$ cat config.mk
export PLATFORM = sky130hd
export DESIGN_NAME = zbt_sram_ctrl_flat
export DESIGN_NICKNAME = d
export VERILOG_FILES = /design/src/rtl/zbt_sram_ctrl_if.sv /design/src/rtl/zbt_sram_ctrl.sv /design/src/flat_wrapper.sv
export SDC_FILE = /design/constraint.sdc
export NUM_CORES = 1
export LEC_CHECK = 0
export CORE_MARGIN = 2
export CORE_UTILIZATION = 42
export DETAILED_ROUTE_END_ITERATION = 8
export HOLD_SLACK_MARGIN = 0.06
export PLACE_DENSITY = 0.79
export SLEW_MARGIN = 10
export SYNTH_ARGS = -nofsm -noshare
export SYNTH_HDL_FRONTEND = slang
export SYNTH_SLANG_ARGS = --single-unit
$ cat constraint.sdc
create_clock -name CK -period 1.2 [get_ports CK]
set_input_delay 0.18 -clock CK [delete_from_list [all_inputs] [get_ports CK]]
set_output_delay 0.18 -clock CK [all_outputs]
set_load 0.02 [all_outputs]
$ cat src/rtl/zbt_sram_ctrl_if.sv
// rtl/zbt_sram_ctrl_if.sv - host request/response bus for zbt_sram_ctrl
interface zbt_sram_ctrl_if;
    logic        req_valid;
    logic        req_ready;
    logic        req_write;
    logic [18:0] req_addr;
    logic [35:0] req_wdata;
    logic [3:0]  req_be;
    logic        req_burst;
    logic        rsp_valid;
    logic [35:0] rsp_rdata;
    logic        rsp_last;

    modport master (
        output req_valid, req_write, req_addr, req_wdata, req_be, req_burst,
        input  req_ready, rsp_valid, rsp_rdata, rsp_last
    );

    modport slave (
        input  req_valid, req_write, req_addr, req_wdata, req_be, req_burst,
        output req_ready, rsp_valid, rsp_rdata, rsp_last
    );
endinterface

$ cat src/rtl/zbt_sram_ctrl.sv
// rtl/zbt_sram_ctrl.sv - pipelined NBT SRAM controller, fixed read latency 3; read bursts with `define ZBT_BURST_EN
module zbt_sram_ctrl (
    input  logic           CK,
    input  logic           RST,
    zbt_sram_ctrl_if.slave bus,
    output logic [18:0]    A,
    output logic           nE1,
    output logic           E2,
    output logic           nE3,
    output logic           nW,
    output logic           nBa,
    output logic           nBb,
    output logic           nBc,
    output logic           nBd,
    output logic           pADV,
    output logic           nCKE,
    output logic           nG,
    output logic           ZZ,
    output logic           nFT,
    output logic           nLBO,
    output logic [35:0]    dq_out,
    output logic           dq_oe,
    input  logic [35:0]    dq_in
);
    typedef struct packed {
        logic        valid;
        logic        write;
        logic [35:0] data;
        logic        last;
    } stage_t;

    // r_s0: cycle after issue, r_s1: SRAM has the address, r_s2: data cycle on the bus
    stage_t      r_s0, r_s1, r_s2;
    logic [1:0]  r_burst_cnt;
    logic [18:0] r_a;
    logic        r_ne1, r_e2, r_ne3, r_nw, r_padv, r_ncke, r_ng, r_dq_oe;
    logic [3:0]  r_nb;
    logic [35:0] r_dq_out, r_rsp_rdata;
    logic        r_rsp_valid, r_rsp_last;
    logic        w_accept, w_burst_start, w_s1_wr, w_s1_rd, w_s2_rd;
    logic        w_unused_s2;

    assign bus.req_ready = ~RST & (r_burst_cnt == 2'd0);
    assign w_accept      = bus.req_valid & bus.req_ready;
`ifdef ZBT_BURST_EN
    assign w_burst_start = w_accept & bus.req_burst & ~bus.req_write;
`else
    logic w_unused_burst;
    assign w_unused_burst = bus.req_burst;
    assign w_burst_start  = 1'b0;
`endif

    assign w_s1_wr     = r_s1.valid & r_s1.write;
    assign w_s1_rd     = r_s1.valid & ~r_s1.write;
    assign w_s2_rd     = r_s2.valid & ~r_s2.write;
    assign w_unused_s2 = ^r_s2.data;

    // Command issue: register address/control pins and push the operation into stage 0
    always_ff @(posedge CK) begin
        if (RST) begin
            r_a         <= '0;
            r_ne1       <= 1'b1;
            r_e2        <= 1'b0;
            r_ne3       <= 1'b1;
            r_nw        <= 1'b1;
            r_nb        <= 4'hF;
            r_padv      <= 1'b0;
            r_ncke      <= 1'b1;
            r_s0        <= '0;
            r_burst_cnt <= 2'd0;
        end else begin
            r_ncke <= 1'b0;
            r_e2   <= 1'b1;
            r_ne3  <= 1'b0;
            if (w_accept) begin
                r_a         <= bus.req_addr;
                r_ne1       <= 1'b0;
                r_nw        <= ~bus.req_write;
                r_nb        <= bus.req_write ? ~bus.req_be : 4'hF;
                r_padv      <= 1'b0;
                r_s0        <= '{valid: 1'b1, write: bus.req_write,
                                 data: bus.req_write ? bus.req_wdata : 36'd0,
                                 last: ~w_burst_start};
                r_burst_cnt <= w_burst_start ? 2'd3 : 2'd0;
`ifdef ZBT_BURST_EN
            end else if (r_burst_cnt != 2'd0) begin
                // burst continuation: SRAM advances its own linear address counter
                r_ne1       <= 1'b0;
                r_nw        <= 1'b1;
                r_nb        <= 4'hF;
                r_padv      <= 1'b1;
                r_s0        <= '{valid: 1'b1, write: 1'b0, data: 36'd0,
                                 last: (r_burst_cnt == 2'd1)};
                r_burst_cnt <= r_burst_cnt - 2'd1;
`endif
            end else begin
                r_ne1  <= 1'b1;
                r_nw   <= 1'b1;
                r_nb   <= 4'hF;
                r_padv <= 1'b0;
                r_s0   <= '0;
            end
        end
    end

    // Data phase: drive write data / open nG two cycles after issue, capture read data one cycle later
    always_ff @(posedge CK) begin
        if (RST) begin
            r_s1        <= '0;
            r_s2        <= '0;
            r_dq_oe     <= 1'b0;
            r_dq_out    <= '0;
            r_ng        <= 1'b1;
            r_rsp_valid <= 1'b0;
            r_rsp_rdata <= '0;
            r_rsp_last  <= 1'b0;
        end else begin
            r_s1        <= r_s0;
            r_s2        <= r_s1;
            r_dq_oe     <= w_s1_wr;
            r_dq_out    <= w_s1_wr ? r_s1.data : 36'd0;
            r_ng        <= ~w_s1_rd;
            r_rsp_valid <= w_s2_rd;
            r_rsp_rdata <= w_s2_rd ? dq_in : 36'd0;
            r_rsp_last  <= w_s2_rd & r_s2.last;
        end
    end

    assign A                   = r_a;
    assign nE1                 = r_ne1;
    assign E2                  = r_e2;
    assign nE3                 = r_ne3;
    assign nW                  = r_nw;
    assign {nBd, nBc, nBb, nBa} = r_nb;
    assign pADV                = r_padv;
    assign nCKE                = r_ncke;
    assign nG                  = r_ng;
    assign ZZ                  = 1'b0;
    assign nFT                 = 1'b1;
    assign nLBO                = 1'b0;
    assign dq_out              = r_dq_out;
    assign dq_oe               = r_dq_oe;
    assign bus.rsp_valid       = r_rsp_valid;
    assign bus.rsp_rdata       = r_rsp_rdata;
    assign bus.rsp_last        = r_rsp_last;
endmodule
$ cat src/flat_wrapper.sv
// flat-port wrapper written by rule: the top's interface ports become plain ports
module zbt_sram_ctrl_flat 
  (CK, RST, A, nE1, E2, nE3, nW, nBa, nBb, nBc, nBd, pADV, nCKE, nG, ZZ, nFT, nLBO, dq_out, dq_oe, dq_in, bus_req_valid, bus_req_write, bus_req_addr, bus_req_wdata, bus_req_be, bus_req_burst, bus_req_ready, bus_rsp_valid, bus_rsp_rdata, bus_rsp_last);
  zbt_sram_ctrl_if bus_i ();
  input  logic CK;
  input  logic RST;
  output logic [18:0] A;
  output logic nE1;
  output logic E2;
  output logic nE3;
  output logic nW;
  output logic nBa;
  output logic nBb;
  output logic nBc;
  output logic nBd;
  output logic pADV;
  output logic nCKE;
  output logic nG;
  output logic ZZ;
  output logic nFT;
  output logic nLBO;
  output logic [35:0] dq_out;
  output logic dq_oe;
  input  logic [35:0] dq_in;
  input wire logic [$bits(bus_i.req_valid)-1:0] bus_req_valid;
  input wire logic [$bits(bus_i.req_write)-1:0] bus_req_write;
  input wire logic [$bits(bus_i.req_addr)-1:0] bus_req_addr;
  input wire logic [$bits(bus_i.req_wdata)-1:0] bus_req_wdata;
  input wire logic [$bits(bus_i.req_be)-1:0] bus_req_be;
  input wire logic [$bits(bus_i.req_burst)-1:0] bus_req_burst;
  output wire logic [$bits(bus_i.req_ready)-1:0] bus_req_ready;
  output wire logic [$bits(bus_i.rsp_valid)-1:0] bus_rsp_valid;
  output wire logic [$bits(bus_i.rsp_rdata)-1:0] bus_rsp_rdata;
  output wire logic [$bits(bus_i.rsp_last)-1:0] bus_rsp_last;
  assign bus_i.req_valid = bus_req_valid;
  assign bus_i.req_write = bus_req_write;
  assign bus_i.req_addr = bus_req_addr;
  assign bus_i.req_wdata = bus_req_wdata;
  assign bus_i.req_be = bus_req_be;
  assign bus_i.req_burst = bus_req_burst;
  assign bus_req_ready = bus_i.req_ready;
  assign bus_rsp_valid = bus_i.rsp_valid;
  assign bus_rsp_rdata = bus_i.rsp_rdata;
  assign bus_rsp_last = bus_i.rsp_last;
  zbt_sram_ctrl u_core (.CK(CK), .RST(RST), .bus(bus_i), .A(A), .nE1(nE1), .E2(E2), .nE3(nE3), .nW(nW), .nBa(nBa), .nBb(nBb), .nBc(nBc), .nBd(nBd), .pADV(pADV), .nCKE(nCKE), .nG(nG), .ZZ(ZZ), .nFT(nFT), .nLBO(nLBO), .dq_out(dq_out), .dq_oe(dq_oe), .dq_in(dq_in));
endmodule
# [Word level (Yosys, flattened, before mapping)]
# Cells that the tools add are included.
[totals] ff_bits=184 latch_bits=0 ram_bits=0 mem_bits_ro=0 inputBits=100 n_memories=0
[classes] add_sub_neg=0 multipliers=0 div=0 order_cmp=0 n_eq_ne=0 shift=0 mux=5 bitwise=14 reduce_logical=4
[op_table] op="39-bit 2-to-1 mux" count=1
[op_table] op="36-bit 2-to-1 mux" count=1
[op_table] op="1-bit NOT" count=8
[op_table] op="2-bit OR reduction" count=3
[op_table] op="1-bit AND" count=5
[op_table] op="4-bit NOT" count=1
[op_table] op="1-bit 2-to-1 mux" count=3
[op_table] op="3-bit OR reduction" count=1

# [Logic depth before layout (Yosys ltp)]
[logic_depth] word_depth=4 depth_mapped=5

# [Worst setup path before layout]
# OpenSTA, ideal clock, no wires.
[synth_path] path_type="in2reg" startpoint="input port RST" endpoint="register u_core.r_s0[10] in the netlist's numbering" arrival_time_ns=0.869 required_time_ns=1.085 setup_slack_ns=0.216 stages=5 n_path_buf=3 path_cell_list="buf_6 > and3b_1 > buf_2 > clkbuf_2 > and2_1"
[synth_between] elab_chain_len=4
[synth_lines] item="from (decl)" line_no="flat_wrapper.sv:6" text="input logic RST;"
[synth_lines] item="1-bit NOT" line_no="zbt_sram_ctrl.sv:43" text="assign bus.req_ready = ~RST & (r_burst_cnt == 2'd0);"
[synth_lines] item="1-bit AND" line_no="zbt_sram_ctrl.sv:44" text="assign w_accept = bus.req_valid & bus.req_ready;"
[synth_lines] item="1-bit NOT (no source line)"
[synth_lines] item="3-bit OR reduction (no source line) (*)"
[synth_lines] item="to (signal assigned)" line_no="zbt_sram_ctrl.sv:81" text="r_s0 <= '{valid: 1'b1, write: bus.req_write,"
[synth_lines] item="to (decl)" line_no="zbt_sram_ctrl.sv:33" text="stage_t r_s0, r_s1, r_s2;"
# Every way passes the cells marked *; elsewhere a longest branch is shown, timed or not.
# A chain may end at the register's enable or synchronous reset.

# [Worst setup path in the final report]
[layout_path] startpoint="register u_core.r_dq_out[31] (netlist: u_core.dq_out[31])" endpoint="output port dq_out[31]"
[layout_lines] item="from (decl)" line_no="zbt_sram_ctrl.sv:38" text="logic [35:0] r_dq_out, r_rsp_rdata;"
[layout_lines] item="from (signal assigned)" line_no="zbt_sram_ctrl.sv:121" text="r_dq_out <= w_s1_wr ? r_s1.data : 36'd0;"
[layout_lines] item="to (decl)" line_no="flat_wrapper.sv:22" text="output logic [35:0] dq_out;"
# No word-level cell between the ends.

==> metrics.txt <==
# TYPE chip_impl_metric gauge
chip_impl_metric{name="clockBufferDepth",unit=""} 2
chip_impl_metric{name="min_cycle_time_layout",unit="ps"} 1160
chip_impl_metric{name="synth_area_per_inst",unit="µm²"} 12.5
chip_impl_metric{name="grt_first_pass_wirelength",unit="mm"} 16.1
chip_impl_metric{name="multiInputGateArea",unit="mm²"} 0.00127
chip_impl_metric{name="timing_hold_violations_final",unit=""} 0
chip_impl_info{name="worst_setup_path_type",value="reg -> out"} 1
chip_impl_metric{name="antenna_found_initial",unit=""} 0
chip_impl_metric{name="sequential_cell_area",unit="mm²"} 0.00360
chip_impl_metric{name="ant_nets",unit=""} 0
chip_impl_metric{name="yosys_warnings",unit=""} 0
chip_impl_metric{name="fmaxAchievable",unit="MHz"} 862
chip_impl_info{name="status",value="finished clean"} 1
chip_impl_metric{name="max_cap_violations",unit=""} 0
chip_impl_metric{name="timing_max_transition_violations_final",unit=""} 0
chip_impl_metric{name="count_of_endpoints_failing_setup_in_the_final_report",unit=""} 0
chip_impl_metric{name="num-nets-final",unit=""} 717
chip_impl_metric{name="drt_first_iter_violations",unit=""} 96
chip_impl_metric{name="area_delta_synth_final",unit="%"} 48.2
chip_impl_metric{name="numCtsBuffers",unit=""} 17
chip_impl_metric{name="synth-seq-area-share",unit="%"} 71.1
chip_impl_metric{name="detail_route.wirelength",unit="mm"} 10.4
chip_impl_metric{name="routed_via_density",unit=""} 4.29
chip_impl_metric{name="totalNegativeSetupSlack",unit="ps"} 0
chip_impl_info{name="layout.cells.most_common",value="dfxtp_1"} 1
chip_impl_metric{name="place_area",unit="mm²"} 0.00721
chip_impl_metric{name="finalCritPeriodShare",unit="%"} 96.7
chip_impl_metric{name="post-layout-total-power",unit="µW"} 12500
chip_impl_metric{name="post_synthesis_sequential_element_count",unit=""} 180
chip_impl_metric{name="core",unit="mm²"} 0.0119
chip_impl_info{name="rsz0062_at_grt",value="false"} 1
chip_impl_metric{name="slowest_delay",unit="ps"} 310
chip_impl_info{name="min-delay-path-class",value="in -> reg"} 1
chip_impl_info{name="worst_path_cell_with_the_longest_stage_delay",value="dfxtp_1"} 1
chip_impl_info{name="final_cell_mix",value="dfxtp_1, and2_1, clkdlybuf4s50_1"} 1
chip_impl_metric{name="worst_skew_pair.late_latency",unit="ps"} 410
chip_impl_metric{name="routed_wire_length_per_instance",unit="µm"} 13.4
chip_impl_metric{name="area_of_the_die",unit="mm²"} 0.0130
chip_impl_metric{name="total_congestion_overflow_after_global_routing",unit=""} 0
chip_impl_metric{name="die_w",unit="µm"} 114
chip_impl_info{name="cell_family_contributing_the_most_delay_on_the_critical_path",value="flip-flops"} 1
chip_impl_metric{name="least_setup_slack_across_all_paths_after_layout",unit="ps"} 39.8
chip_impl_info{name="clock_tree.root_cell",value="clkbuf_16"} 1
chip_impl_info{name="endpoint_kind",value="output port"} 1
chip_impl_metric{name="clock_sinks",unit=""} 180
chip_impl_metric{name="placement.setup.worst_slack",unit="ps"} -164
chip_impl_metric{name="floorplan.initialDensity",unit="%"} 42.6
chip_impl_metric{name="ir_worst_vdd",unit="V"} 0.00102
chip_impl_metric{name="critPathBufInv",unit=""} 1
chip_impl_metric{name="gp_routability_congestion",unit=""} 0.774
chip_impl_info{name="startpoint_type",value="flip-flop"} 1
chip_impl_metric{name="post_route_cells_drive_above_1_share",unit="%"} 23.4
chip_impl_metric{name="synth.cell_area",unit="mm²"} 0.00507
chip_impl_metric{name="design.portCount",unit=""} 209
chip_impl_metric{name="critPathArrivalTime",unit="ps"} 980
chip_impl_metric{name="yosys.cell_types.count",unit=""} 16
chip_impl_metric{name="skew",unit="ps"} 8.56
chip_impl_metric{name="grt_max_degree",unit=""} 38
chip_impl_metric{name="total_vias_in_the_final_route",unit=""} 3325
chip_impl_metric{name="grt_pass1_vias",unit=""} 3436
chip_impl_metric{name="power_density",unit="mW/mm²"} 1660
chip_impl_metric{name="post-dp-hpwl",unit="mm"} 7.44
chip_impl_metric{name="path_clk_slew",unit="ps"} 60
chip_impl_metric{name="layout.core_utilization",unit="%"} 63.1
chip_impl_metric{name="final_design_area_no_fill",unit="mm²"} 0.00751
chip_impl_metric{name="placement_rows",unit=""} 40
chip_impl_metric{name="cp_max_fo",unit=""} 1
chip_impl_metric{name="synthesis.instances",unit=""} 407
chip_impl_metric{name="nFillCells",unit=""} 965
chip_impl_metric{name="detailedRoute.firstPassIterationCount",unit=""} 5
chip_impl_metric{name="gr-usage-all-layers",unit="%"} 16.6
chip_impl_metric{name="antenna_cells",unit=""} 0
chip_impl_metric{name="required_time_of_the_critical_path",unit="ps"} 1020
chip_impl_metric{name="cts_max_level",unit=""} 4
chip_impl_metric{name="die_y",unit="µm"} 114
chip_impl_metric{name="place.port_buffers",unit=""} 203
chip_impl_info{name="series_of_cell_instances_along_the_critical_path",value="clkdlybuf4s15_2"} 1
chip_impl_info{name="cts_tree",value="done"} 1
chip_impl_metric{name="drc_violations_left",unit=""} 0
chip_impl_metric{name="p_leak",unit="µW"} 0.00332
==> through the flow <==
step | hold slack [ps] | std cells
after floorplan | 208 | 409
after global placement | 409 | 743
after detailed placement | 411 | 743
after CTS | 165 | 775
after global routing | 197 | 775
final | 193 | 775
==> sequential cells by signal (all words and copies together), names as in the netlist <==
register and flops:
u_core.A 19, u_core.E2 1, u_core.bus.rsp_rdata 36, u_core.bus.rsp_valid 1
u_core.dq_oe 1, u_core.dq_out 36, u_core.nE1 1, u_core.nE3 1
u_core.nG 1, u_core.nW 1, u_core.r_nb 4, u_core.r_s0 38
u_core.r_s1 38, u_core.r_s2 2
==> logic make-up (layout without fill, tap and decap cells) <==
group	count (synthesis)	after routing	share of synthesized area, %
other	2	4	0.148
buffers and inverters	30	249	4.12
flip-flops	180	180	71.1
multiplexers	19	19	3.75
AND/OR/NAND/NOR	176	176	20.9
==> final cells by class <==
class	count	area share (%)
sequential	180	48.0
timing repair buffer	216	24.4
multi-input combinational	199	16.9
clock buffer	20	6.21
tap	147	2.45
clock inverter	10	1.93
inverter	3	0.150
==> final timing paths <==
path / start / end / slack, ps / cells after the start
max: u_core.dq_out[31] / dq_out[31] / 40 / 1
max reg2reg: u_core.r_s2[37] / u_core.bus.rsp_rdata[2] / 220 / 3
min reg2reg: u_core.r_s1[18] / u_core.dq_out[17] / 420 / 1
min: RST / u_core.A[3] / 190 / 3
==> power breakdown <==
part / switching, µW / internal (µW)
clock network: 2190 / 3440
registers: 37.5 / 6100
logic: 272 / 430
total: 2500 / 9960
==> routing by layer <==
layer  routed length, µm  up-vias  global-route usage (%)
li1                    -     1647                       -
met4                 215        0                    8.94
met5                   0        -                       0
met2                5170      169                    29.4
met3                1160       17                    7.86
met1                3830     1492                    15.9
==> synthesized netlist by cell type <==
cell type | n | area (µm²)
conb_1 | 2 | 7.51
nor2b_1 | 41 | 257
and2_1 | 108 | 676
clkbuf_1 | 4 | 15.0
mux2i_1 | 19 | 190
buf_6 | 8 | 90.1
nor3b_4 | 1 | 18.8
dfxtp_1 | 180 | 3600
nand2_1 | 4 | 15.0
nand2b_1 | 1 | 6.26
inv_1 | 3 | 11.3
buf_4 | 7 | 52.6
and3b_1 | 2 | 17.5
nor2_1 | 19 | 71.3
clkbuf_2 | 4 | 20.0
buf_2 | 4 | 20.0
==> repair_timing <==
item                                   4_1_cts  5_1_grt
endpoints found under the hold margin        2        0
resized for setup                          353       35
setup buffers                                0        0
setup endpoints to repair                  104       35
hold buffers                                 2        0
pin swaps                                    0        0
Power figures use the tool's default switching activity.
